$ cat src/rtl/decode_stage.sv
// ID stage: register file, control decode, sign extension, load-use hazard detect, ID/EX register.
// Latency: one cycle from if_id to id_ex_*; pc_write/if_id_write are combinational.
// Backpressure: a load-use hazard drops pc_write/if_id_write for one cycle and loads a bubble; flush overrides.
module decode_stage #(
   parameter bit LOAD_USE_STALL = 1'b1,
   parameter bit WB_BYPASS      = 1'b1
) (
   input  logic        clk,
   input  logic        reset,
   input  logic [63:0] if_id,
   input  logic        wb_reg_write,
   input  logic [4:0]  wb_write_reg,
   input  logic [31:0] wb_write_data,
   input  logic        flush,
   output logic [1:0]  id_ex_wb,
   output logic [2:0]  id_ex_m,
   output logic [3:0]  id_ex_ex,
   output logic [31:0] id_ex_pc_plus4,
   output logic [31:0] id_ex_reg_data1,
   output logic [31:0] id_ex_reg_data2,
   output logic [31:0] id_ex_sign_ext,
   output logic [4:0]  id_ex_rs,
   output logic [4:0]  id_ex_rt,
   output logic [4:0]  id_ex_rd,
   output logic        pc_write,
   output logic        if_id_write
);

   logic [31:0] pc_plus4;
   logic [31:0] instr;
   logic [5:0]  opcode;
   logic [4:0]  rs;
   logic [4:0]  rt;
   logic [4:0]  rd;
   logic [31:0] sign_ext;

   assign pc_plus4 = if_id[63:32];
   assign instr    = if_id[31:0];
   assign opcode   = instr[31:26];
   assign rs       = instr[25:21];
   assign rt       = instr[20:16];
   assign rd       = instr[15:11];
   assign sign_ext = {{16{instr[15]}}, instr[15:0]};

   logic [31:0] regs [32];
   logic [31:0] rs_data;
   logic [31:0] rt_data;
   logic        wb_active;

   // $0 is never written, so only a real destination counts as a write
   assign wb_active = wb_reg_write && (wb_write_reg != 5'd0);

   // Register file write port; reset wins over a same-cycle WB write
   always_ff @(posedge clk) begin
      if (reset) begin
         for (int i = 0; i < 32; i++) regs[i] <= '0;
      end else if (wb_active) begin
         regs[wb_write_reg] <= wb_write_data;
      end
   end

   // rs read port: $0 reads zero, optional write-through of the WB value
   always_comb begin
      rs_data = regs[rs];
      if (rs == 5'd0)
         rs_data = '0;
      else if (WB_BYPASS && wb_active && (wb_write_reg == rs))
         rs_data = wb_write_data;
   end

   // rt read port: same rules as rs
   always_comb begin
      rt_data = regs[rt];
      if (rt == 5'd0)
         rt_data = '0;
      else if (WB_BYPASS && wb_active && (wb_write_reg == rt))
         rt_data = wb_write_data;
   end

   logic [1:0] dec_wb;
   logic [2:0] dec_m;
   logic [3:0] dec_ex;

   // Main control decode; unknown opcodes decode to a nop
   always_comb begin
      dec_wb = 2'b00;
      dec_m  = 3'b000;
      dec_ex = 4'b0000;
      case (opcode)
         6'h00: begin dec_wb = 2'b10; dec_m = 3'b000; dec_ex = 4'b1010; end
         6'h23: begin dec_wb = 2'b11; dec_m = 3'b001; dec_ex = 4'b0001; end
         6'h2B: begin dec_wb = 2'b00; dec_m = 3'b010; dec_ex = 4'b0001; end
         6'h04: begin dec_wb = 2'b00; dec_m = 3'b100; dec_ex = 4'b0100; end
         6'h08: begin dec_wb = 2'b10; dec_m = 3'b000; dec_ex = 4'b0001; end
         default: begin dec_wb = 2'b00; dec_m = 3'b000; dec_ex = 4'b0000; end
      endcase
   end

   logic stall;
   logic bubble;

   // A load in EX whose destination feeds this instruction must wait one cycle
   assign stall = LOAD_USE_STALL && id_ex_m[0] && (id_ex_rt != 5'd0) &&
                  ((id_ex_rt == rs) || (id_ex_rt == rt));
   assign bubble      = flush || stall;
   assign pc_write    = !stall || flush;
   assign if_id_write = !stall || flush;

   // ID/EX pipeline register; a bubble zeroes control only, data loads as usual
   always_ff @(posedge clk) begin
      if (reset) begin
         id_ex_wb        <= '0;
         id_ex_m         <= '0;
         id_ex_ex        <= '0;
         id_ex_pc_plus4  <= '0;
         id_ex_reg_data1 <= '0;
         id_ex_reg_data2 <= '0;
         id_ex_sign_ext  <= '0;
         id_ex_rs        <= '0;
         id_ex_rt        <= '0;
         id_ex_rd        <= '0;
      end else begin
         id_ex_wb        <= bubble ? 2'b00   : dec_wb;
         id_ex_m         <= bubble ? 3'b000  : dec_m;
         id_ex_ex        <= bubble ? 4'b0000 : dec_ex;
         id_ex_pc_plus4  <= pc_plus4;
         id_ex_reg_data1 <= rs_data;
         id_ex_reg_data2 <= rt_data;
         id_ex_sign_ext  <= sign_ext;
         id_ex_rs        <= rs;
         id_ex_rt        <= rt;
         id_ex_rd        <= rd;
      end
   end

endmodule

$ cat config.mk
export PLATFORM = sky130hd
export DESIGN_NAME = decode_stage
export DESIGN_NICKNAME = d
export VERILOG_FILES = /design/src/rtl/decode_stage.sv
export SDC_FILE = /design/constraint.sdc
export NUM_CORES = 2
export LEC_CHECK = 0
export CORE_AREA = 10 10 420 422
export DETAILED_ROUTE_END_ITERATION = 8
export DIE_AREA = 0 0 430 432
export GPL_TIMING_DRIVEN = 0
export HOLD_SLACK_MARGIN = 0.15
export PLACE_DENSITY = 0.64
export SETUP_SLACK_MARGIN = 0.15
export SLEW_MARGIN = 20
export SYNTH_ARGS = -nofsm -noshare
export SYNTH_HDL_FRONTEND = slang
export SYNTH_SLANG_ARGS = --single-unit
export TNS_END_PERCENT = 5
$ cat constraint.sdc
create_clock -name clk -period 2.4 [get_ports clk]
set_input_delay 0.48 -clock clk [delete_from_list [all_inputs] [get_ports clk]]
set_output_delay 0.48 -clock clk [all_outputs]
set_load 0.005 [all_outputs]
# Word level (Yosys, flattened, before mapping)
# Memories as Yosys holds them, arrays and structs flattened. A register that Yosys moved wholly into a read port is not among the register bits.
# Index checks and enable logic that the tools add are counted.
# Widths: inputs -> output; s select.
dict set report totals {
  rom_bits 0
  ram_bits 1024
  inputBits 105
  out_inout_bits 154
  n_memories 1
  latch_bits 0
  register_bits 72
  wordCells 44
}
dict set report op_classes {
  order_cmp 0
  bitwise 0
  shifts 0
  n_mul 0
  reduce_logical 18
  n_eq_ne 6
  muxes 11
  addsub 0
  n_div 0
}
# memory words word_bits read_ports rd_clocked_by_memory_dff write_ports line
set mem_list {}
lappend mem_list {regs 32 32 2 2 32 45} ;# logic [31:0] regs [32];
# operator count
set ops {}
lappend ops {{$mux 32} 1}
lappend ops {{$reduce_or 32->1} 1}
lappend ops {{$eq 6x6->1 const B} 2}
lappend ops {{$pmux 4 s3} 1}
lappend ops {{$eq 5x5->1} 2}
lappend ops {{$logic_not 5->1} 2}
lappend ops {{$reduce_bool 5->1} 2}
lappend ops {{$pmux 3 s3} 1}
lappend ops {{$reduce_or 2->1} 4}
lappend ops {{$eq 6x3->1 const B} 1}
lappend ops {{$eq 6x4->1 const B} 1}
lappend ops {{$logic_not 6->1} 1}
lappend ops {{$mux 1} 6}
lappend ops {{$mux 5} 1}
lappend ops {{$pmux 2 s2} 1}
lappend ops {{$logic_and 1x1->1} 3}
lappend ops {{$logic_or 1x1->1} 3}
lappend ops {{$reduce_or 3->1} 1}
lappend ops {{$logic_not 1->1} 1}

# Logic depth before layout (Yosys ltp)
dict set report depth {
  ltp_word 7
  depth_mapped 9
  depth_no_buf 5
}

# Worst setup path after synthesis
# Ideal clock, no wire load.
dict set report synth_timing {
  path_type {input to output}
  start {input if_id[21]}
  end {output pc_write}
  path_slack_ns -0.115
  required_time_ns 1.920
  arrival_time_ns 2.035
  stages 9
  cell_sequence {buf_2 buf_2 buf_4 xor2_1 nor3_1 nand3_1 a21oi_1 nand2b_1 buf_4}
}
dict set report synth_between {
  elab_chain_cells 5
}
# item line
set synth_rtl {}
lappend synth_rtl {{from (decl)} 10} ;# input logic [63:0] if_id,
lappend synth_rtl {{$eq 5x5->1} 104} ;# ((id_ex_rt == rs) || (id_ex_rt == rt));
lappend synth_rtl {{$logic_or 1x1->1} 104}
lappend synth_rtl {{$logic_and 1x1->1} 103} ;# assign stall = LOAD_USE_STALL && id_ex_m[0] && (id_ex_rt != 5'd0) &&
lappend synth_rtl {{$logic_not 1->1} -}
lappend synth_rtl {{$logic_or 1x1->1} -}
lappend synth_rtl {{to (decl)} 25} ;# output logic pc_write,
# Every way passes these cells.

# Worst setup path after layout
dict set report layout_timing {
  start {input if_id[23]}
  end {output pc_write}
}
dict set report layout_between {
  elab_chain_cells 5
}
# item line
set layout_rtl {}
lappend layout_rtl {{$eq 5x5->1} 104}
lappend layout_rtl {{$logic_or 1x1->1} 104}
lappend layout_rtl {{$logic_and 1x1->1} 103}
lappend layout_rtl {{$logic_not 1->1} 106} ;# assign pc_write = !stall || flush;
lappend layout_rtl {{$logic_or 1x1->1} 106}
# Every way passes these cells.

==> flow_summary.json <==
{
  "status": "finished, violations left",
  "violations": "negative setup slack",
  "hp-class": "primary input to register",
  "layout-drive-gt1-share_pct": 24.0,
  "post-route-drc-count": 0,
  "overflow": 0,
  "reg2reg_depth": 5,
  "antenna_found_initial": 22,
  "hold_viol": 0,
  "hold_buffers": 0,
  "grt_pass1_wl_um": 324000,
  "syn_avg_cell_area_um2": 14.5,
  "critPathMaxFanout": 10,
  "io_buffers": 249,
  "num_vias": 41400,
  "power_density_nw_per_um2": 701,
  "cts.htree.levels": 3,
  "clock-root-buffer": "clkbuf_16",
  "synth_most_common_cell": "edfxtp_1",
  "cts_buffer_depth": 3,
  "die_height_um": 432,
  "dp_cells": 6546,
  "area_delta_synth_final_pct": 19.2,
  "relSlewSlack_pct": 18.6,
  "cp_data_required_time_ns": 1.92,
  "netlist_top_cells_area": "edfxtp_1 (53%), mux4_2 (15%), and2_1 (11%)",
  "syn_inst": 4044,
  "maxCapViolations": 0,
  "grt_util_all_layers_pct": 24.9,
  "hpwl_um": 166000,
  "p_total_uw": 48900,
  "antenna_left": 0,
  "yosysTopAreaCell": "edfxtp_1",
  "endpoint": "pc_write",
  "yosysSeqAreaShare_pct": 57.0,
  "viasPerCell": 6.06,
  "synth_common_cells": "edfxtp_1 (1,024), and2_1 (993), mux4_2 (385), clkbuf_1 (312), mux2i_1 (286)",
  "synthArstFlopShare_pct": 0,
  "tightest_slew_ns": 1.22,
  "wl_per_cell_um": 35.2,
  "clock-skew-final_ns": 0.0365,
  "place_congestion": 0.988,
  "period_needed_ns": 2.73,
  "ys.warnings.count": 0,
  "clk_latency_ns": 0.78,
  "crit_start": "if_id[23]",
  "yosys.area.top_type_share_pct": 52.6,
  "grt_setup_unrepaired": "true",
  "peakVddDrop_mv": 0.648,
  "clock_sinks": 1153,
  "fmax_mhz": 366,
  "reg2reg_to": "id_ex_reg_data2[31]",
  "cts_buffers": 119,
  "io_pins": 259,
  "core_um2": 168000,
  "layout_setup_ws_ns": -0.333,
  "cts_tree": "done",
  "fin_setup_tns_ns": -0.618,
  "ys_ff_latch": 1153,
  "rows": 151,
  "crit_type": "primary input to primary output",
  "setup_viol": 5,
  "grt_max_degree": 33,
  "layout.nets": 4594,
  "endpoint_kind": "primary output",
  "p_leak_uw": 0.0245,
  "final-instance-count-excl-fill": 6829,
  "netlist_area_um2": 58500,
  "clk_pin_slew_worst_paths_ns": 0.07,
  "die_w_um": 430,
  "first_iter_violations": 6966,
  "grt_pass1_vias": 40500,
  "worst-r2r-setup-slack_ns": 0.12,
  "start_kind": "primary input",
  "die_area_um2": 186000,
  "r2r-start": "regs[1][31]",
  "slew_violations": 0,
  "synth.distinct_cells": 50,
  "critical_path_arrival_ns": 2.25,
  "start_util_pct": 34.8,
  "finalCritPeriodShare_pct": 114,
  "synth_ff_type": "edfxtp_1",
  "synth_edf_count": 1024,
  "firstDrtPassIters": 8,
  "drt-total-wl_um": 240000
}
-- final cells by class --
| class | count | area (um^2) |
|---|---|---|
| well taps | 2218 | 2780 |
| clock buffers | 156 | 3330 |
| inverters | 1 | 3.75 |
| clock inverters | 67 | 482 |
| fillers | 15200 | 98600 |
| multi-input cells | 2498 | 24600 |
| plain buffers | 449 | 2500 |
| diodes | 20 | 50.0 |
| flip-flops and latches | 1153 | 33400 |
| repair buffers | 267 | 2690 |
-- per-stage QoR --
| stage | hold WS, ns | utilization, % | worst slack (ns) | instance area, um^2 |
|---|---|---|---|---|
| 2_1_floorplan | 0.556 | - | 0.116 | 58700 |
| 3_3_place_gp | 0.929 | 38.0 | -3.08 | 63900 |
| 3_5_place_dp | 0.915 | 38.0 | -2.24 | 64000 |
| 4_1_cts | 0.208 | 41.1 | -0.345 | 69100 |
| 5_1_grt | 0.233 | 41.4 | -0.382 | 69700 |
| 6_report | 0.227 | 41.4 | -0.333 | 69800 |
-- timing repair --
item                                     CTS  global route
gates resized for setup                  390           183
endpoints found under the setup margin  2076           604
gates cloned                              26             0
pin swaps                                 35             8
setup buffers                             13             1
-- worst max-delay path, cell delays in order --
cell      delay, ns
buf_2          0.28
clkbuf_4       0.52
xnor2_1        0.18
nand3_1        0.16
a21oi_4        0.27
nand2b_1       0.10
buf_4          0.14
buf_6          0.10
-- flip-flops by register name, indices dropped and copies added, names as in the netlist --
name,count
id_ex_reg_data1,32
regs,1024
id_ex_wb,1
id_ex_m,3
id_ex_ex,3
id_ex_sign_ext,16
id_ex_reg_data2,32
id_ex_pc_plus4,32
id_ex_rt,5
id_ex_rs,5
-- how the worst min path moves through the flow --
stage	from	endpoint	slack, ns	cells past startpoint
floorplan	if_id[28]	id_ex_m[1]	0.56	1
global placement	regs[14][14]	id_ex_reg_data2[14]	0.93	4
detailed placement	id_ex_m[0]	id_ex_ex[1]	0.91	3
CTS	reset	id_ex_rt[3]	0.21	2
global route	reset	id_ex_rt[3]	0.23	2
finish	reset	id_ex_rt[3]	0.23	2
-- layout by cell type, fill, tap and decap left out, types with 55 or more instances in the layout --
cell	n
mux4_2	385
and2_1	993
buf_4	85
a22oi_1	96
clkbuf_2	84
nor2b_1	92
a211oi_1	55
edfxtp_1	1024
clkdlybuf4s50_1	217
clkbuf_16	124
mux2i_1	286
dfxtp_1	122
clkbuf_1	199
-- per-layer routing --
metal,part of all wire (%),wire length (um),GRT usage (%)
met5,0.022,54,0.179
met4,8.0,19300,17.2
met3,13,30500,7.06
met2,45,109000,39.1
met1,34,81600,29.5
-- report_power, final --
| part | total, uW | internal (uW) | switching, uW |
|---|---|---|---|
| sequential | 23600 | 23000 | 584 |
| combinational | 6710 | 2650 | 4060 |
| clock | 18600 | 10300 | 8360 |
-- logic make-up (layout without fill, tap and decap cells) --
kind of cell / count (synthesis) / count (layout) / share of synthesized area, %
AOI/OAI and AO/OA: 517 / 517 / 6.69
buffers and inverters: 450 / 940 / 3.42
xor gates and xnor gates: 20 / 20 / 0.299
and+or+nand+nor: 1232 / 1258 / 12.9
other: 1 / 52 / 0.00641
DFF: 1153 / 1153 / 57.0
muxes: 671 / 671 / 19.7
Power figures use the tool's default switching activity.
